$ cat src/rtl/display_src_scheduler.sv
// Chooses which display source owns the shared 4-digit FND path: manual stepping,
// timed auto-rotation, and temporary pop-ups when a source posts new data.
module display_src_scheduler #(
  parameter int N_SRC       = 4,
  parameter int DWELL_TICKS = 3000,
  parameter int POPUP_TICKS = 2000
) (
  input  logic             clk,
  input  logic             rst,
  input  logic             i_tick_1ms,
  input  logic             i_btn_next,
  input  logic             i_auto_en,
  input  logic [N_SRC-1:0] i_src_en,
  input  logic [N_SRC-1:0] i_evt,
  output logic [1:0]       o_sel,
  output logic [N_SRC-1:0] o_sel_onehot,
  output logic             o_popup,
  output logic             o_sel_chg
);

  localparam int CNT_MAX = (DWELL_TICKS > POPUP_TICKS) ? DWELL_TICKS : POPUP_TICKS;
  localparam int CNT_W   = (CNT_MAX > 1) ? $clog2(CNT_MAX) : 1;
  localparam logic [CNT_W-1:0] DWELL_LAST = CNT_W'(DWELL_TICKS - 1);
  localparam logic [CNT_W-1:0] POP_LAST   = CNT_W'(POPUP_TICKS - 1);

  typedef enum logic [1:0] {ST_MANUAL, ST_AUTO, ST_POPUP} state_t;

  state_t           state, state_nxt;
  logic [1:0]       sel, sel_nxt;
  logic [1:0]       saved_sel, saved_nxt;
  logic [CNT_W-1:0] dwell_cnt, dwell_nxt;
  logic [CNT_W-1:0] pop_cnt, pop_nxt;
  logic             sel_chg;

  logic [N_SRC-1:0] en_eff;
  logic [N_SRC-1:0] evt_m;
  logic             evt_hit;
  logic [1:0]       evt_tgt;
  logic             sel_dis;
  logic             restore;
  state_t           mode_nxt;

  // First enabled index after s, searching circularly; lands on s itself only when s is the sole enabled source.
  function automatic logic [1:0] next_src(input logic [1:0] s, input logic [N_SRC-1:0] en);
    logic [1:0] r;
    logic [1:0] idx;
    r = '0;
    for (int k = N_SRC - 1; k >= 1; k--) begin
      idx = s + 2'(k);
      if (en[idx]) r = idx;
    end
    return r;
  endfunction

  function automatic logic [1:0] lowest_set(input logic [N_SRC-1:0] v);
    logic [1:0] r;
    r = '0;
    for (int k = N_SRC - 1; k >= 0; k--) begin
      if (v[k]) r = 2'(k);
    end
    return r;
  endfunction

  // Watch (bit 0) can never be disabled, so OR-ing it in keeps next_src() total.
  assign en_eff   = i_src_en | N_SRC'(1);
  assign evt_m    = i_evt & en_eff;
  assign evt_hit  = |evt_m;
  assign evt_tgt  = lowest_set(evt_m);
  assign sel_dis  = !en_eff[sel];
  assign mode_nxt = i_auto_en ? ST_AUTO : ST_MANUAL;

  // NOTE: every combinational output gets a default before any branch, so no path can infer a latch.
  always_comb begin
    state_nxt = state;
    sel_nxt   = sel;
    saved_nxt = saved_sel;
    dwell_nxt = dwell_cnt;
    pop_nxt   = pop_cnt;
    restore   = 1'b0;

    case (state)
      ST_POPUP: begin
        if (sel_dis || i_btn_next) begin
          restore = 1'b1;
        end else if (evt_hit) begin
          sel_nxt = evt_tgt;
          pop_nxt = '0;
        end else if (i_tick_1ms) begin
          if (pop_cnt == POP_LAST) restore = 1'b1;
          else                     pop_nxt = pop_cnt + 1'b1;
        end
        if (restore) begin
          sel_nxt   = saved_sel;
          state_nxt = mode_nxt;
          dwell_nxt = '0;
          pop_nxt   = '0;
        end
      end

      default: begin
        state_nxt = mode_nxt;
        // Dwell only survives while staying in AUTO; entering AUTO always starts a fresh period.
        if (state != ST_AUTO || !i_auto_en) dwell_nxt = '0;
        if (sel_dis || i_btn_next) begin
          sel_nxt   = next_src(sel, en_eff);
          dwell_nxt = '0;
        end else if (evt_hit) begin
          if (evt_tgt != sel) begin
            state_nxt = ST_POPUP;
            saved_nxt = sel;
            sel_nxt   = evt_tgt;
            pop_nxt   = '0;
          end else begin
            dwell_nxt = '0;
          end
        end else if (state == ST_AUTO && i_auto_en && i_tick_1ms) begin
          if (dwell_cnt == DWELL_LAST) begin
            sel_nxt   = next_src(sel, en_eff);
            dwell_nxt = '0;
          end else begin
            dwell_nxt = dwell_cnt + 1'b1;
          end
        end
      end
    endcase
  end

  // NOTE: state registers use non-blocking assignments so every flop samples pre-edge values.
  always_ff @(posedge clk) begin
    if (!rst) begin
      state     <= ST_MANUAL;
      sel       <= '0;
      saved_sel <= '0;
      dwell_cnt <= '0;
      pop_cnt   <= '0;
      sel_chg   <= 1'b0;
    end else begin
      state     <= state_nxt;
      sel       <= sel_nxt;
      saved_sel <= saved_nxt;
      dwell_cnt <= dwell_nxt;
      pop_cnt   <= pop_nxt;
      sel_chg   <= (sel_nxt != sel);
    end
  end

  assign o_sel        = sel;
  assign o_sel_onehot = N_SRC'(1) << sel;
  assign o_popup      = (state == ST_POPUP);
  assign o_sel_chg    = sel_chg;

endmodule

$ cat config.mk
export PLATFORM = sky130hd
export DESIGN_NAME = display_src_scheduler
export DESIGN_NICKNAME = d
export VERILOG_FILES = /design/src/rtl/display_src_scheduler.sv
export SDC_FILE = /design/constraint.sdc
export NUM_CORES = 1
export LEC_CHECK = 0
export CORE_ASPECT_RATIO = 1.75
export CORE_MARGIN = 5
export CORE_UTILIZATION = 35
export DETAILED_ROUTE_END_ITERATION = 8
export GPL_TIMING_DRIVEN = 1
export HOLD_SLACK_MARGIN = 0.08
export PLACE_DENSITY = 0.54
export SKIP_CTS_REPAIR_TIMING = 1
export SYNTH_ARGS = -nofsm -noshare
export SYNTH_HDL_FRONTEND = slang
export SYNTH_SLANG_ARGS = --single-unit
$ cat constraint.sdc
create_clock -name clk -period 2.39 [get_ports clk]
set_clock_uncertainty 0.15 [all_clocks]
set_input_delay 0.239 -clock clk [delete_from_list [all_inputs] [get_ports clk]]
set_output_delay 0.239 -clock clk [all_outputs]
set_load 0.02 [all_outputs]
# == After elaboration in Yosys (flattened, before gate mapping) ==
# Cells that the tools add are included.
# op_classes
reduce_logical,12
n_eq_ne,11
n_lt_le_gt_ge,4
n_addsub,5
muxes,52
bitwise,3
shifts,1
# ops
cell,count
12-bit two-way mux,17
2-bit two-way mux,21
12-bit by 1-bit adder with 12-bit output (second input constant),2
12-bit by 11-bit == test with 1-bit output (second input constant),1
12-bit == test (second input constant),1
2-bit by 3-bit < comparator with 1-bit output (second input constant),4
1-bit two-way mux,10
1-bit binary-select mux with 2-bit select,4
2-bit by 1-bit != test with 1-bit output (second input constant),3
6-bit AND reduction,1
2-bit adder (second input constant),2
4-bit AND,1
2-bit != test,2
4-bit AND reduction,1
2-bit nonzero test,2
4-bit OR reduction,1
1-bit by 2-bit left shift with 4-bit output (first input constant),1
3-bit by 2-bit != test with 1-bit output (second input constant),1
3-bit nonzero test,1
2-bit by 1-bit adder with 2-bit output (second input constant),1
2-bit by 1-bit == test with 1-bit output (second input constant),1
2-bit == test (second input constant),1
1-bit logical AND,2
1-bit logical NOT,2
other kinds (3),5
# word_totals
in_bits,13
ff_bits,31
wordCells,94
output_inout_bits,8

# == Longest topological paths before layout ==
# depth
depth_word,12
depth_mapped,9
mapped_depth_nobuf,9

# == Least setup slack after synthesis ==
# Ideal clock, no wire load.
# synth_timing
path_type,reg2reg
startpoint,reg sel[0] (netlist: o_sel[0])
endpoint,reg sel_chg (netlist: o_sel_chg)
t_required_ns,2.117
slack_ns,0.132
synth_period_minus_slack_ns,2.258
arrival_time_ns,1.985
path_stages_with_launch,9
n_path_buf,0
setup_time_ns,0.123
path_cell_list,dfxtp_1 inv_1 ha_1 o21ai_0 a221o_1 o21ai_0 o211ai_2 xnor2_1 a21oi_1
# synth_via
elab_chain_len,12
elab_cells_between_ends,29
cone_classes,add/sub: 3; eq/ne: 2; mux: 22; reduce/logical: 2
# synth_lines
element,line_no,source
from (decl),29,"logic [1:0] sel, sel_nxt;"
from (signal assigned),139,sel <= sel_nxt;
2-bit adder,49,idx = s + 2'(k);
1-bit binary-select mux with 2-bit select,50,if (en[idx]) r = idx;
1-bit two-way mux (implied by the code),50,
2-bit two-way mux (3 in a row),50,
2-bit two-way mux,117,if (dwell_cnt == DWELL_LAST) begin
2-bit two-way mux,116,end else if (state == ST_AUTO && i_auto_en && i_tick_1ms) begin
2-bit two-way mux,107,end else if (evt_hit) begin
2-bit two-way mux,104,if (sel_dis || i_btn_next) begin
2-bit two-way mux,81,case (state)
2-bit != test (*),143,sel_chg <= (sel_nxt != sel);
to (signal assigned),143,
to (decl),33,logic sel_chg;
# Every way passes the cells marked *; elsewhere a longest branch is shown, timed or not. The select of a mux whose other input is x is not followed.
# A chain may end at the register's enable or synchronous reset.

# == Final worst setup path ==
# layout_timing
startpoint,in i_tick_1ms
endpoint,reg sel_chg (netlist: o_sel_chg)
# layout_via
elab_chain_len,7
elab_cells_between_ends,11
cone_classes,eq/ne: 1; mux: 9; reduce/logical: 1
# layout_lines
element,line_no,source
from (decl),10,"input logic i_tick_1ms,"
1-bit two-way mux,88,end else if (i_tick_1ms) begin
1-bit two-way mux,85,end else if (evt_hit) begin
1-bit two-way mux,83,if (sel_dis || i_btn_next) begin
1-bit two-way mux,81,
2-bit two-way mux,92,if (restore) begin
2-bit two-way mux (*),81,
2-bit != test (*),143,
# Marked as above.

==> impl_metrics.py <==
metrics = {
    "status": {
        "outcome": "finished clean",
    },
    "yosys": {
        "postSynth.asyncResetShare_pct": 0,
        "synth.area.mux_share_pct": 3.53,
        "syn-cell-area_um2": 2130,
        "avgSynthCellArea_um2": 8.28,
        "synth-compound-area-share_pct": 23.0,
        "yosysSeqAreaShare_pct": 29.2,
        "syn_nets": 276,
        "synthCells": 257,
        "synth_top_family_by_area": "simple AND/OR/NAND/NOR gates",
        "synth_edf_count": 0,
        "yosys.area_share.adder_pct": 3.53,
        "synth.distinct_cells": 61,
        "synth_xor_area_share_pct": 6.58,
        "synth_simple_gate_area_share_pct": 30.0,
        "synth_seq_cells": 31,
        "ys_warn_count": 0,
        "synthFlopType": "dfxtp_1",
    },
    "cells_and_area": {
        "n_antenna_cell": 0,
        "regArea_um2": 621,
        "layout.cells.most_common_list": "buf_4 (54), nor2_1 (32), dfxtp_1 (31)",
        "layout.cells.non_filler": 408,
        "nNetsFinal": 348,
        "final_common_cell": "buf_4",
        "fillers": 617,
        "fin_util_pct": 48.9,
        "multi_input_area_um2": 1460,
        "design_area_um2": 2900,
        "area_delta_synth_final_pct": 36.2,
        "layout-drive-gt1-share_pct": 27.3,
    },
    "timing": {
        "finalCritPeriodShare_pct": 95.7,
        "fin_setup_tns_ns": 0,
        "post-route-min-period_ns": 2.29,
        "max_freq_ghz": 0.437,
        "finalSetupViolCount": 0,
        "final_hold_viol_count": 0,
        "worst_slew_pin_slew_ns": 0.588,
        "slew_violations": 0,
        "slew_headroom_pct": 60.4,
        "grt_setup_unrepaired": "no",
    },
    "clock_network": {
        "clockBufferDepth": 2,
        "clk_latency_ns": 0.29,
        "cts_sinks": 31,
        "cts_tree": "built",
        "cts_buffers": 5,
        "path_clk_slew_ns": 0.07,
        "cts_htree_levels": 2,
        "root_buffer": "clkbuf_8",
    },
    "die": {
        "start_util_pct": 35.9,
        "die_area_um2": 7800,
        "core_um2": 5930,
        "dieHeight_um": 113,
        "rows": 37,
        "ios": 21,
        "die_x_um": 68.9,
    },
    "flow_run": {
        "maxCapViolations": 0,
    },
    "setup_path": {
        "path_max_fanout": 2,
        "crit_arrival_ns": 2.31,
        "critPathTopFamily": "simple AND/OR/NAND/NOR gates",
        "end_kind": "register",
        "cp-start-kind": "primary input",
        "slowest_delay_ns": 0.48,
        "critPathBufInv": 1,
        "crit_type": "primary input to register",
        "crit_path_top_delay_cell": "clkdlybuf4s50_1",
        "cp_cell_sequence": "clkdlybuf4s50_1, or4b_4, nor4_4, a21o_1, mux2_4, o211ai_2, xnor2_1, a21oi_1",
        "required_ns": 2.41,
    },
    "routing": {
        "via_count": 2103,
        "via_per_inst": 5.15,
        "drc": 0,
        "ant_nets": 0,
        "drt_wl_total_um": 5840,
        "wl_per_cell_um": 14.3,
        "drt_pass1_iterations": 4,
        "drt-initial-drc-count": 77,
    },
    "global_route": {
        "grtUsageMet3_pct": 2.58,
        "grt_max_degree": 13,
        "grt.met1_usage_pct": 16.1,
        "track_usage_pct": 16.3,
        "antenna_found_initial": 0,
        "grt.met2_usage_pct": 29.3,
        "gr-max-usage-layer": "met2",
        "grt_overflow_total": 0,
        "grt_pass1_wl_um": 9360,
        "grt_pass1_vias": 2004,
    },
    "min_path": {
        "hold_path.class": "register to register",
    },
    "pwr": {
        "p_leak_nw": 1.07,
        "vdd_drop_max_v": 0.000284,
        "power_density_nw_per_um2": 581,
    },
    "placement": {
        "dpl_cell_area_um2": 2770,
        "dpl.hpwl_um": 4740,
        "dp_cells": 400,
        "gp_congestion": 0.819,
        "portBuffers": 19,
    },
}
worst reg2reg max path, delay by kind of cell, from the launching register on:
kind / cells / cell delay, ns
AO/OA/AOI/OAI: 1 / 0.27
flip-flops: 1 / 0.44
buffers and inverters: 1 / 0.16
XOR/XNOR: 1 / 0.13
AND/OR/NAND/NOR: 4 / 0.68
multiplexers: 1 / 0.32
flip-flops by register name, indices dropped and copies added (netlist names):
| signal | cells |
|---|---|
| dwell_cnt | 12 |
| pop_cnt | 12 |
| o_sel_chg | 1 |
| o_sel | 2 |
| state | 2 |
| saved_sel | 2 |
per-stage QoR:
step	setup WS, ns	power, mW	hold slack (ns)
finish	0.102	1.68	0.316
global route	0.00184	1.79	0.355
CTS	0.0264	1.68	0.317
detailed placement	-0.281	1.25	0.303
global placement	-0.266	1.25	0.294
floorplan	0.132	0.978	0.207
report_power, final:
| part | internal (mW) | switching (mW) | leakage (nW) |
|---|---|---|---|
| combinational | 0.335 | 0.363 | 0.779 |
| clock | 0.202 | 0.215 | 0.0402 |
| sequential | 0.545 | 0.0227 | 0.251 |
| total | 1.08 | 0.601 | 1.07 |
routing by layer:
metal  wire (um)  share of wire, %
met1        2200                38
met2        3190                55
met3         155               2.7
met4         299               5.1
met5           0                 0
path summary, 6_finish.rpt:
| kind | start | end | slack, ns | cells after the start |
|---|---|---|---|---|
| max | i_tick_1ms | o_sel_chg$_SDFF_PN0_ | 0.10 | 8 |
| min | dwell_cnt[11]$_SDFFE_PN0P_ | dwell_cnt[11]$_SDFFE_PN0P_ | 0.32 | 1 |
| max reg2reg | o_sel[1]$_SDFF_PN0_ | pop_cnt[10]$_SDFFE_PN0P_ | 0.13 | 8 |
| min reg2reg | dwell_cnt[11]$_SDFFE_PN0P_ | dwell_cnt[11]$_SDFFE_PN0P_ | 0.32 | 1 |
cell usage after synthesis, types with 2 or more instances:
master	count	area [um2]
nor2_1	32	120
dfxtp_1	31	621
nand2_1	26	97.6
xnor2_1	16	140
a21oi_1	15	75.1
o21ai_0	13	65.1
inv_1	9	33.8
nand3_1	9	45.0
and3_1	6	37.5
ha_1	6	75.1
mux2i_1	6	60.1
nor3_2	6	60.1
a31oi_1	5	31.3
o21ai_1	5	25.0
buf_2	4	20.0
nand4_1	4	25.0
nor3_1	4	20.0
or3_1	4	25.0
nand2b_1	3	18.8
nor4_1	3	18.8
o221a_1	3	33.8
a211oi_1	2	15.0
a211oi_2	2	25.0
a21o_1	2	15.0
and2_1	2	12.5
and4b_1	2	20.0
buf_4	2	15.0
nor3b_2	2	25.0
logic make-up after synthesis:
family / after synthesis
AO/OA/AOI/OAI: 65
XOR/XNOR: 16
adder cells (fa/ha/maj): 6
buffers and inverters: 18
flip-flops: 31
multiplexers: 7
AND/OR/NAND/NOR: 114
cell type report:
cell class | count | area share (%)
clock inverters | 3 | 0.691
inverters | 10 | 1.30
flip-flops and latches | 31 | 21.4
repair buffers | 73 | 20.6
clock buffers | 5 | 2.37
multi-input cells | 208 | 50.3
well taps | 78 | 3.37
(Power assumes the default switching activity.)
==> edit 1 (same settings) <==
Change the parameter `DWELL_TICKS` from 3000 to 6000.
--- a/src/rtl/display_src_scheduler.sv
+++ b/src/rtl/display_src_scheduler.sv
@@ -2,7 +2,7 @@
 // timed auto-rotation, and temporary pop-ups when a source posts new data.
 module display_src_scheduler #(
   parameter int N_SRC       = 4,
-  parameter int DWELL_TICKS = 3000,
+  parameter int DWELL_TICKS = 6000,
   parameter int POPUP_TICKS = 2000
 ) (
   input  logic             clk,
Check against the original RTL: same outputs for any inputs over 10 cycles, from zero or initial values and one cycle with rst low; that may be too few to reach the edited logic, so the function may still have changed.
==> edit 1 against the unedited design <==
  * Combinational power shrank 34%
  * Die area increased by 0.84%
  * Count of clock-buffer cells in the layout increased by 2
  * Global-route usage decreased by 0.26 points
  * Design area fell by 0.86%
  * Total power down 4.6%
  * Sequential share of layout area rose by 1.6 points
  * Sequential cell count is 2 higher
  * Worst setup slack improved by 19 ps
  * Wire length up 2.8%
  * Area after synthesis up 0.94%
==> edit 1: results (changes against the unedited design) <==
Critical path
  • Worst EP arrival: 2280 ps (was 2310 ps)
  • Cell with the largest stage delay on the worst path: or4_4 (was clkdlybuf4s50_1)
  • RR Endpoint: dwell_cnt[10] (was pop_cnt[10])
  • Critical Path Start: pop_cnt[0] (was i_tick_1ms)
  • CP peak stage delay: 540 ps (was 480 ps)
  • CP delay by family, top: simple AND/OR/NAND/NOR gates (unchanged)
  • Crit-path max FO: 5 (was 2)

Yosys
  • Top post-synthesis cells by area: dfxtp_1, o21ai_0, a21oi_1, nand2_1, ha_1 (was dfxtp_1, xnor2_1, nor2_1, nand2_1, a21oi_1)
  • Synth cell count leaders: dfxtp_1, nand2_1, nor2_1, o21ai_0, a21oi_1 (was nor2_1, dfxtp_1, nand2_1, xnor2_1, a21oi_1)
  • Sequential-to-total area share from yosys stat: 0.3075 (was 0.2916)
  • FFs w/ async S/R, synth: 0 (unchanged)
  • Syn nets: 280 (was 276)
  • Post-synth cell types: 64 (was 61)
  • Cell count after synthesis: 261 (was 257)

Hold path
  • Hold_sp: pop_cnt[12] (was dwell_cnt[11])
  • Hold path endpoint: pop_cnt[12] (was dwell_cnt[11])

Placement
  • Dpl hpwl: 4777 microns (was 4736 microns)
  • Placed cell area: 2733 sq um (was 2771 sq um)
  • Routability Congestion: 0.8479 (was 0.8191)
  • Placed insts: 395 (was 400)

Global route
  • Initial antenna violation count: 0 (unchanged)
  • First-pass GRT wire length: 10210 microns (was 9356 microns)
  • Largest net degree at the start of global routing: 17 (was 13)
  • Number of global-route vias before repair: 2118 (was 2004)
  • GR Util All Layers: 0.1600 (was 0.1626)

Drt
  • WL final: 6007 microns (was 5843 microns)
  • Via-to-Cell Ratio: 5.382 (was 5.154)
  • DR pass1 iterations: 4 (unchanged)
  • Via count: 2169 (was 2103)
  • DR iter-0 viols: 77 (unchanged)

Clock network
  • CTS root buf: clkbuf_8 (unchanged)
  • Max Buffers Root-to-Sink: 2 (unchanged)
  • CTS HTree Levels: 2 (unchanged)

Finish
  • Final nets: 343 (was 348)
  • Ratio of cells with drive above 1 in the final layout: 0.2462 (was 0.2727)
  • Antenna cells: 0 (unchanged)
  • Fillers: 637 (was 617)
  • Largest regs: dwell_cnt (13), pop_cnt (13) (was dwell_cnt (12), pop_cnt (12))

STA
  • Worst hold slack: 308.4 ps (was 315.5 ps)
  • Slew at the pin with the worst max-slew slack: 422.4 ps (was 588.0 ps)

Status
  • Status: completed (unchanged)

Power and ir drop
  • Leakage: 0.001084 uW (was 0.001070 uW)
  • Worst vdd ir: 0.3081 mV (was 0.2842 mV)
  • Switching pwr: 472.3 uW (was 601.0 uW)
[edit 1: changes by cell type after synthesis, sizes merged, moves of 5 or more]
cell and delta:
nor3 -5, nand3 +5, o21ai +7, nand2b +7, xnor2 -13, nor2 -10
[edit 1: final cells by class]
cell class | count | area, sq um | area share
Sequential cell | 33 | 661.9 | 0.2304
Clock buffer | 7 | 86.33 | 0.03005
Clock inverter | 1 | 30.03 | 0.01045
Inverter | 5 | 18.77 | 0.006533
Multi-Input combinational cell | 212 | 1428 | 0.4970
Tap cell | 78 | 97.59 | 0.03397
Timing Repair Buffer | 67 | 550.5 | 0.1916
[edit 1: worst reg2reg max path: stages, from the launching register on]
cell      delay (ps)
dfxtp_1          380
ha_4             160
nand3_1          110
or4_4            540
o211ai_2         250
o31ai_2          150
buf_4            180
o21ai_1          130
a21oi_1           70
[edit 1: how the worst max path moves through the flow]
stage                     slack, ps  cells after the start            end
final                           120                      8  dwell_cnt[10]
after global routing              6                      8   dwell_cnt[5]
after CTS                        40                      8     pop_cnt[7]
after detailed placement       -200                      8     pop_cnt[7]
after global placement         -170                      8     pop_cnt[8]
after floorplan                  90                     10      o_sel_chg
[edit 1: metal layers]
layer	vias up	track usage	share of wire	routed length, microns
li1	1111	-	-	-
met1	1007	0.1715	0.40	2429
met2	40	0.2946	0.53	3210
met3	11	0.03086	0.028	167
met4	0	0.07953	0.033	199
met5	-	0	0	0
[edit 1: logic make-up after synthesis]
| kind of cell | after synthesis | share of synthesized area |
|---|---|---|
| xor gates and xnor gates | 3 | 0.01223 |
| adders and majority gates | 6 | 0.03494 |
| DFF | 33 | 0.3075 |
| AOI/OAI and AO/OA | 85 | 0.2766 |
| buffers and inverters | 16 | 0.03844 |
| and+or+nand+nor | 112 | 0.3005 |
| muxes | 6 | 0.02970 |
[edit 1: through the flow]
stage,power (uW),setup slack (ps)
5_1_grt,1684,5.807
4_1_cts,1619,38.39
3_3_place_gp,1059,-168.3
3_5_place_dp,1062,-196.4
6_report,1605,121.3
2_1_floorplan,863.8,85.77
[edit 1: power groups by stage]
stage	Clock (uW)	Combinational [uW]	Sequential, uW
floorplan	0	256	608
global placement	0	462	597
detailed placement	0	465	597
CTS	567	466	585
global route	595	501	588
finish	557	464	585
==> edit 2 (config.mk and constraints unchanged) <==
Made on the original files. Make the reset (`rst`) asynchronous in one clocked block.
--- a/src/rtl/display_src_scheduler.sv
+++ b/src/rtl/display_src_scheduler.sv
@@ -126,7 +126,7 @@
   end
 
   // NOTE: state registers use non-blocking assignments so every flop samples pre-edge values.
-  always_ff @(posedge clk) begin
+  always_ff @(posedge clk or negedge rst) begin
     if (!rst) begin
       state     <= ST_MANUAL;
       sel       <= '0;
Behaviour: differs if rst is asserted again (counterexample within 4 cycles, from zero or initial values and one cycle with rst low); with rst held inactive, the same outputs for 10 cycles.
==> edit 2 against the unedited design <==
  * Worst setup slack lost 34 ps
  * Wire length increased by 7.5%
  * Total power is 42% higher
  * Sequential cell count is the same
  * Sequential share of layout area is 4.8 points higher
  * Design area up 2.4%
  * Via count up 6.2%
  * Area after synthesis grew 2.7%
  * Largest power group unchanged
  * Highest routed layer unchanged
==> edit 2: results (changes against the unedited design) <==
Placement
  • Placed insts: 396 (was 400)
  • Placed cell area: 2788 sq um (was 2771 sq um)
  • Routability Congestion: 0.8469 (was 0.8191)

Power and ir drop
  • Power Combinational: 1290 uW (was 698 uW)
  • Clock-net power: 440 uW (was 417 uW)
  • Leakage: 0.001286 uW (was 0.001070 uW)
  • Switching pwr: 950.2 uW (was 601.0 uW)

Status
  • Status: completed (unchanged)

Global route
  • Number of global-route vias before repair: 2226 (was 2004)
  • Largest net degree at the start of global routing: 32 (was 13)
  • First-pass GRT wire length: 10620 microns (was 9356 microns)
  • GR Util All Layers: 0.1626 (about the same)

Drt
  • DR pass1 iterations: 5 (was 4)
  • Wire per inst: 15.51 microns (was 14.32 microns)
  • DR iter-0 viols: 81 (was 77)
  • WL final: 6280 microns (was 5843 microns)

Yosys
  • Synth cell count leaders: dfrtp_1, o21ai_0, nand2_1, nor2_1 (was nor2_1, dfxtp_1, nand2_1, xnor2_1, a21oi_1)
  • Post-Synth Adder-Cell Area: 0.03434 (was 0.03527)
  • Synth Area in Compound Gates: 0.2616 (was 0.2305)
  • Top post-synthesis cells by area: dfrtp_1, o21ai_0, nand2_1, nor2_1, a21oi_1 (was dfxtp_1, xnor2_1, nor2_1, nand2_1, a21oi_1)
  • FFs w/ async S/R, synth: 1.000 (was 0)
  • Syn nets: 280 (was 276)
  • Sequential-to-total area share from yosys stat: 0.3549 (was 0.2916)
  • Mean area per synthesized cell: 8.375 sq um (was 8.281 sq um)

Critical path
  • Crit-path max FO: 8 (was 2)
  • R2r startpoint: o_sel[0] (was o_sel[1])
  • FF-to-FF setup slack: 70 ps (was 130 ps)
  • CP Launch Type: flop (was input port)
  • Worst EP arrival: 2350 ps (was 2310 ps)

Hold path
  • Worst hold path type: input port to async pin (was flop to flop)

Clock network
  • Worst skew pair latency: 290 ps (about the same)

Finish
  • Final nets: 343 (was 348)
edit 2: cell count changes after synthesis, moves of 6 or more:
| cell | before | now |
|---|---|---|
| o31ai_1 | 0 | 7 |
| dfxtp_1 | 31 | 0 |
| dfrtp_1 | 0 | 31 |
| nor3_2 | 6 | 0 |
| nand3_1 | 9 | 17 |
| o21ai_0 | 13 | 29 |
| xnor2_1 | 16 | 3 |
| nor2_1 | 32 | 26 |
edit 2: area by class of cell:
type	instances	area, sq um
sequential	31	778.2
clock buffer	7	86.33
tap	80	100.1
timing repair buffer	66	550.5
clock inverter	1	5.005
fill	620	3167
multi-input combinational	216	1429
inverter	4	17.52
edit 2: layer usage:
| layer | vias up | track usage | share of wire |
|---|---|---|---|
| met5 | - | 0 | 0 |
| met4 | 0 | 0.05627 | 0.021 |
| met3 | 10 | 0.02988 | 0.025 |
| met2 | 37 | 0.3055 | 0.54 |
| met1 | 1082 | 0.1818 | 0.41 |
| li1 | 1104 | - | - |
edit 2: stage by stage:
| stage | setup slack [ps] | power (uW) |
|---|---|---|
| finish | 67.94 | 2382 |
| global route | -51.57 | 2548 |
| CTS | -26.67 | 2323 |
| detailed placement | -222.0 | 1872 |
| global placement | -214.2 | 1864 |
| floorplan | -3.686 | 1439 |
edit 2: critical path, stage by stage, from the launching register on:
cell	delay (ps)
dfrtp_2	490
mux2i_2	320
a211oi_4	150
nor4_2	340
a21oi_1	100
o32ai_2	330
xnor2_1	110
a211o_1	230
edit 2: path summary, 6_finish.rpt:
path / end / cells past startpoint
max: o_sel_chg / 7
min: pop_cnt[11] / 2
max reg2reg: o_sel_chg / 7
min reg2reg: dwell_cnt[11] / 1
max in group asynchronous: dwell_cnt[11] / 2
min in group clk: dwell_cnt[11] / 1
